==> src/rtl/memp_load_sequencer.sv <==
// rtl/memp_load_sequencer.sv - packs a serial element stream into cluster words and writes them to the P-vector memory
// Optional feature: define MEMP_LOADER_FLUSH_EN to add the flush input (early termination of a load).
module memp_load_sequencer #(
    parameter int number_of_clusters              = 1,
    parameter int number_of_equations_per_cluster = 9,
    parameter int element_width                   = 64,
    parameter int address_width                   = 20
) (
    input  logic                                                     clk,
    input  logic                                                     rst_n,
    input  logic                                                     start,
    input  logic [element_width-1:0]                                 in_data,
    input  logic                                                     in_valid,
`ifdef MEMP_LOADER_FLUSH_EN
    input  logic                                                     flush,
`endif
    output logic                                                     in_ready,
    output logic [number_of_equations_per_cluster*element_width-1:0] mem_write_data,
    output logic                                                     mem_write_enable,
    output logic [address_width-1:0]                                 mem_write_address,
    output logic                                                     busy,
    output logic                                                     done
);

    localparam int n  = number_of_equations_per_cluster;
    localparam int w  = element_width;
    localparam int kw = (n > 1) ? $clog2(n) : 1;
    localparam logic [kw-1:0]            last_k       = kw'(n - 1);
    localparam logic [address_width-1:0] last_cluster = address_width'(number_of_clusters - 1);

    typedef enum logic [1:0] {IDLE, FILL, WRITE, DONE} state_t;

    state_t                   state;
    logic [kw-1:0]            k;
    logic [address_width-1:0] cluster;
    logic [n*w-1:0]           pack;
    logic [n*w-1:0]           pack_next;
    logic                     transfer;
    logic                     final_write;

    assign in_ready = (state == FILL);
    assign transfer = in_valid & in_ready;

    // Word as it will look once the element offered this cycle is stored.
    always_comb begin
        pack_next = pack;
        pack_next[k*w +: w] = in_data;
    end

`ifdef MEMP_LOADER_FLUSH_EN
    logic flushed;
    assign final_write = (cluster == last_cluster) || flushed;
`else
    assign final_write = (cluster == last_cluster);
`endif

    always_ff @(posedge clk or negedge rst_n) begin
        if (!rst_n) begin
            state             <= IDLE;
            k                 <= '0;
            cluster           <= '0;
            pack              <= '0;
            mem_write_data    <= '0;
            mem_write_enable  <= 1'b0;
            mem_write_address <= '0;
            busy              <= 1'b0;
            done              <= 1'b0;
`ifdef MEMP_LOADER_FLUSH_EN
            flushed           <= 1'b0;
`endif
        end else begin
            case (state)
                IDLE: begin
                    if (start) begin
                        state   <= FILL;
                        busy    <= 1'b1;
                        k       <= '0;
                        cluster <= '0;
                        pack    <= '0;
`ifdef MEMP_LOADER_FLUSH_EN
                        flushed <= 1'b0;
`endif
                    end
                end
                FILL: begin
                    if (transfer) begin
                        pack <= pack_next;
                        if (k == last_k) begin
                            state             <= WRITE;
                            mem_write_enable  <= 1'b1;
                            mem_write_address <= cluster;
                            mem_write_data    <= pack_next;
                        end else begin
                            k <= k + 1'b1;
                        end
                    end
`ifdef MEMP_LOADER_FLUSH_EN
                    // Unfilled slots are already zero because pack is cleared per cluster.
                    else if (flush) begin
                        if (k != '0) begin
                            state             <= WRITE;
                            mem_write_enable  <= 1'b1;
                            mem_write_address <= cluster;
                            mem_write_data    <= pack;
                            flushed           <= 1'b1;
                        end else begin
                            state <= DONE;
                            done  <= 1'b1;
                            busy  <= 1'b0;
                        end
                    end
`endif
                end
                WRITE: begin
                    mem_write_enable <= 1'b0;
                    if (final_write) begin
                        state <= DONE;
                        done  <= 1'b1;
                        busy  <= 1'b0;
                    end else begin
                        state   <= FILL;
                        cluster <= cluster + 1'b1;
                        k       <= '0;
                        pack    <= '0;
                    end
                end
                DONE: begin
                    done  <= 1'b0;
                    state <= IDLE;
                end
                default: state <= IDLE;
            endcase
        end
    end

endmodule

==> config.mk <==
export PLATFORM = sky130hd
export DESIGN_NAME = memp_load_sequencer
export DESIGN_NICKNAME = d
export VERILOG_FILES = /design/src/rtl/memp_load_sequencer.sv
export SDC_FILE = /design/constraint.sdc
export NUM_CORES = 2
export LEC_CHECK = 0
export CAP_MARGIN = 5
export CORE_MARGIN = 2
export CORE_UTILIZATION = 40
export CTS_CLUSTER_SIZE = 10
export DETAILED_ROUTE_END_ITERATION = 16
export SYNTH_ARGS = -nofsm -noshare
export SYNTH_HDL_FRONTEND = slang
export SYNTH_SLANG_ARGS = --single-unit
==> constraint.sdc <==
create_clock -name clk -period 4.2 [get_ports clk]
set_clock_uncertainty 0.2 [all_clocks]
set_input_delay 0.42 -clock clk [delete_from_list [all_inputs] [get_ports clk]]
set_output_delay 0.42 -clock clk [all_outputs]
set_load 0.03 [all_outputs]
After elaboration in Yosys (flattened, before gate mapping)
Cells that the tools add are included.
- bits in registers: 1201
- bits of input ports: 68
- output and inout port bits: 600
- word-level logic and storage cells: 65
- add/subtract/negate cells: 3
- equal/unequal tests: 10
- shift operators: 2
- multiplexer cells: 26
- bitwise operators: 1
- reduce and logical (&&, ||, !) cells: 14
- operators with widths (operator ; count):
    576-bit two-way mux ; 3
    576-bit case mux with 3 select lines ; 1
    576-bit bitwise mux ; 1
    64-bit by 34-bit variable shift with 576-bit output, first input constant ; 1
    64-bit by 34-bit variable part select with 576-bit output ; 1
    20-bit two-way mux ; 2
    20-bit case mux with 2 select lines ; 1
    10-bit negator with 34-bit output ; 1
    20-bit by 1-bit adder with 20-bit output, second input constant ; 1
    20-bit logical NOT ; 1
    4-bit two-way mux ; 4
    3-bit AND reduction ; 5
    4-bit case mux with 3 select lines ; 1
    2-bit two-way mux ; 4
    2-bit != test, second input constant ; 4
    2-bit case mux with 4 select lines ; 1
    1-bit case mux with 2 select lines ; 3
    2-bit nonzero test ; 3
    1-bit two-way mux ; 5
    5-bit AND reduction ; 1
    4-bit by 1-bit adder with 4-bit output, second input constant ; 1
    2-bit equality test, second input constant ; 2
    4-bit equality test, second input constant ; 1
    2-bit by 1-bit != test with 1-bit output, second input constant ; 2
    6 further kinds ; 6

Depth between registers and ports, before layout
- depth after elaboration: 5
- mapped depth: 14
- gate-level depth less buffers: 7

Worst setup path before layout
OpenSTA, ideal clock, no wires.
- path kind: register to register
- start point: register k[0]
- end point: register pack[100]
- setup time: 0.121 ns
- arrival time: 2.953 ns
- required time: 3.879 ns
- setup slack: 0.926 ns
- stages on the path, launching flop included: 15
- path buffers: 7
- period minus slack after synthesis: 3.274 ns
- cells stage by stage: dfrtp_1 -> buf_2 -> clkbuf_1 -> clkbuf_1 -> nor3_1 -> ha_1 -> nor2b_1 -> buf_2 -> nand3_1 -> clkbuf_1 -> nor2_4 -> and3_1 -> buf_4 -> buf_6 -> a22o_1
- cells in the longest elaborated chain, start to end: 5
- elaborated cells between the ends (all ways): 6
- those cells by class: add/sub: 1; shift: 2; mux: 3
- ends and longest elaborated chain (element ; RTL line ; source):
    start: declaration ; 34 ; logic [kw-1:0] k;
    start signal: assignment ; 94 ; k <= k + 1'b1;
    10-bit negator with 34-bit output * ; 47 ; pack_next[k*w +: w] = in_data;
    64-bit by 34-bit variable part select with 576-bit output or 64-bit by 34-bit variable shift with 576-bit output (tied branches) ; 47 ;
    576-bit bitwise mux * ; 47 ;
    576-bit two-way mux * ; 86 ; if (transfer) begin
    576-bit case mux with 3 select lines * ; 72 ; case (state)
    end signal: assignment ; 87 ; pack <= pack_next;
    end: declaration ; 36 ; logic [n*w-1:0] pack;
Every way passes the cells marked *; elsewhere a longest branch is shown, timed or not. The select of a mux whose other input is x is not followed.
A chain may end at the register's enable or synchronous reset.

Worst setup path in the final report
- start point: register k[0]
- end point: register mem_write_data[392]
- cells in the longest elaborated chain, start to end: 3
- elaborated cells between the ends (all ways): 6
- those cells by class: add/sub: 1; eq/ne: 1; shift: 2; mux: 1; reduce/logical: 1
- ends and longest elaborated chain (element ; RTL line ; source):
    10-bit negator with 34-bit output ; 47 ;
    64-bit by 34-bit variable part select with 576-bit output or 64-bit by 34-bit variable shift with 576-bit output (tied branches) ; 47 ;
    576-bit bitwise mux ; 47 ;
    end signal: assignment ; 92 ; mem_write_data <= pack_next;
    end: declaration ; 18 ; output logic [number_of_equations_per_cluster*element_width-1:0] mem_write_data,
Several ways; a longest one is shown, not always the timed one.

==> run metrics <==
status finished clean; Synth Area in Simple Gates 13.77%; Synth Area in Adders 0.2089%; layer with the highest usage met1; Mapped Cells 5467; Yosys Warn Count 0; insertion delay to the later sink of the worst-skew pair 800 ps; crit share post-route 84.27%; synthesized cell area 53910 µm²; max_cap viols 0; Worst Tran Pin Value 1183 ps; worst hold path type in2async; asr flop ratio synth 100.0%; Post-Syn Nets 5544; DRT iter0 DRCs 4979; CTS H-Tree Depth 4; GRT overflow 0; Detailed Route WL 197000 µm; max_slew headroom 20.90%; total power divided by cell area 659.0 nW/µm²; largest family of logic cells by synthesized area compound AO/OA/AOI/OAI gates; area leader, netlist dfrtp_1; GR met1 Demand/Resource 42.14%; leading post-synthesis cells by cell area dfrtp_1 (56%), a22o_1 (7.5%), nand2_1 (7.3%); Final ANT Viol Nets 0; Max IR drop VDD 594.7 µV; crit end category register; Max FO, Critical Path 14; die width 371.1 µm; GRT Resource Usage Total 28.21%; Slowest-stage cell, CP and3b_1; nets@finish 5991; post-route setup slack 660.8 ps; final setup violation count 0; die area 137700 µm²; f_max 282.5 MHz; Post-synth top flop dfrtp_1; Post-synth EDFFs 0; Placer Congestion 0.8534; antenna violations before repair 16; # DRC 0; pin count of the biggest net entering global routing 163; Starting Density 40.34%; first-pass GRT wire length 296700 µm; Max Slew Vio Count 0; cts bufs inserted 142; CP arrival 4020 ps; vias in the first global route 44680; row count 134; mux cell area share after synthesis 0.5408%; final hold vios 0; die height 371.1 µm; hpwl dp 126300 µm; pre-CTS WS 683.4 ps; min Tclk post-route 3539 ps; vias 46790; Yosys reg bits 1201; kind of cell adding the most delay to the critical path simple AND/OR/NAND/NOR gates; top cell type's share of synthesized area 55.75%; Root Driver clkbuf_16; Synth Area in XOR/XNOR 0.2437%; crit path launch type register; met3 Track Usage GR 6.484%; Synth Area in Compound Gates 24.59%; Synth Area per Inst 9.860 µm²; critical-path cell list inv_1 -> ha_1 -> and3b_1 -> nor2_1 -> nor2_4 -> buf_4 -> nand2_1 -> a31oi_1; Setup CP Type reg2reg; worst path bufs/invs 2; TritonCTS clock tree built; io pins 668; slowest stage delay, CP 670 ps; Pre-Repair DR Iteration Count 6; CTS clk-pin slew, worst paths 60 ps; clk buf depth 3; share of layout cells above drive strength 1 7.245%; Port-buffer cells 667; Seq/Total Area, Yosys 55.75%; leakage 27.74 nW; area grow syn2layout 23.88%; synth unique cells 59; core footprint 133600 µm²; vias per std cell 6.047; Critical Path RT 4680 ps; GR Layer Usage met2 39.79%; RSZ-0062 raised after global routing false; Num Clock Sinks 1201; WL/cell 25.45 µm; Fin Setup TNS 0 ps
metrics by stage:
stage	power (mW)	area [µm²]	hold slack, ps	util, %	instances
2_1_floorplan	24.59	53910	-75.59	-	5467
3_3_place_gp	32.58	62630	260.6	46.87	7537
3_5_place_dp	32.63	62630	263.0	46.87	7537
4_1_cts	44.12	66760	82.39	49.96	7731
5_1_grt	45.76	66770	105.8	49.97	7736
6_report	44.01	66780	55.98	49.98	7739
path summary, 6_finish.rpt:
check                                            from               endpoint  slack (ps)  cells after the start
worst max-delay path                             k[0]    mem_write_data[392]         660                      8
worst min-delay path                            rst_n     mem_write_data[20]          60                      2
worst max register to register                   k[0]    mem_write_data[392]         660                      8
worst min register to register  mem_write_address[10]  mem_write_address[10]         270                      2
max in group asynchronous                       rst_n    mem_write_data[274]        2490                      3
min in group clk                          in_data[22]    mem_write_data[214]         190                      4
per-layer routing:
| metal | wire (µm) | vias up |
|---|---|---|
| li1 | - | 20690 |
| met1 | 88550 | 23650 |
| met2 | 83650 | 2136 |
| met3 | 18010 | 317 |
| met4 | 6731 | 6 |
| met5 | 44 | - |
worst reg2reg max path, stage by stage, from the launching register on:
cell and delay, ps:
dfrtp_4 480, inv_1 130, ha_1 430, and3b_1 670, nor2_1 320, nor2_4 580
buf_4 340, nand2_1 80, a31oi_1 200
report_power, final:
| part | internal [mW] | switching (mW) | leakage [nW] |
|---|---|---|---|
| clock network | 6.43 | 5.00 | 1.99 |
| logic | 5.32 | 11.8 | 9.22 |
| registers | 13.5 | 1.98 | 16.5 |
final cells by class:
class	instances	area, µm²
Timing Repair Buffer	870	8914
Clock inverter	15	305.3
Sequential cell	1201	30060
Tap cell	1768	2212
Fill cell	12070	66850
Clock buffer	178	3811
Multi-Input combinational cell	3687	21420
Antenna cell	8	20.02
Inverter	12	45.04
flip-flops by register name, indices dropped and copies added, names as in the netlist:
signal	flops
mem_write_data	576
busy	1
mem_write_address	20
k	4
cluster	20
mem_write_enable	1
done	1
pack	576
state	2
cells by family (layout without fill, tap and decap cells):
logic type,Yosys count,after routing
AOI/OAI and AO/OA,1840,1840
xor gates and xnor gates,15,15
adders and majority gates,9,9
buffers and inverters,579,1075
DFF,1201,1201
muxes,29,29
other,0,8
and+or+nand+nor,1794,1794
what timing repair did:
| item | 4_1_cts | 5_1_grt |
|---|---|---|
| gates resized for setup | 0 | 0 |
| endpoints found under the setup margin | 0 | 0 |
| endpoints found under the hold margin | 101 | 0 |
| buffers inserted | 0 | 0 |
| hold buffers | 1 | 0 |
layout by cell type, fill, tap and decap left out, drive strengths merged, types with 9 or more instances in the layout:
| master | instances |
|---|---|
| nand4 | 23 |
| nor3b | 64 |
| inv | 16 |
| o21ai | 303 |
| xnor2 | 9 |
| ha | 9 |
| o311ai | 11 |
| a31oi | 438 |
| nor3 | 9 |
| o31ai | 259 |
| buf | 203 |
| nor2 | 508 |
| clkbuf | 178 |
| o211ai | 44 |
| mux2i | 28 |
| clkdlybuf4s50 | 666 |
| nand3 | 62 |
| a32oi | 52 |
| dfrtp | 1201 |
| o221ai | 15 |
| clkinv | 10 |
| o41ai | 38 |
| o2bb2ai | 90 |
| o21a | 39 |
| and3 | 43 |
| a21oi | 87 |
| nand2 | 1054 |
| a22o | 461 |
Yosys cell counts (all sizes together) (11+ instances only):
cell,instances
nor3b,64
a21oi,87
a31oi,438
o21a,39
clkbuf,302
o2bb2ai,90
buf,265
o31ai,259
nand3,62
o221ai,15
and3,43
o41ai,38
inv,12
o21ai,303
dfrtp,1201
a22o,461
nor2,508
nand4,23
mux2i,28
nand2,1054
o211ai,44
o311ai,11
a32oi,52
Power figures use the tool's default switching activity.
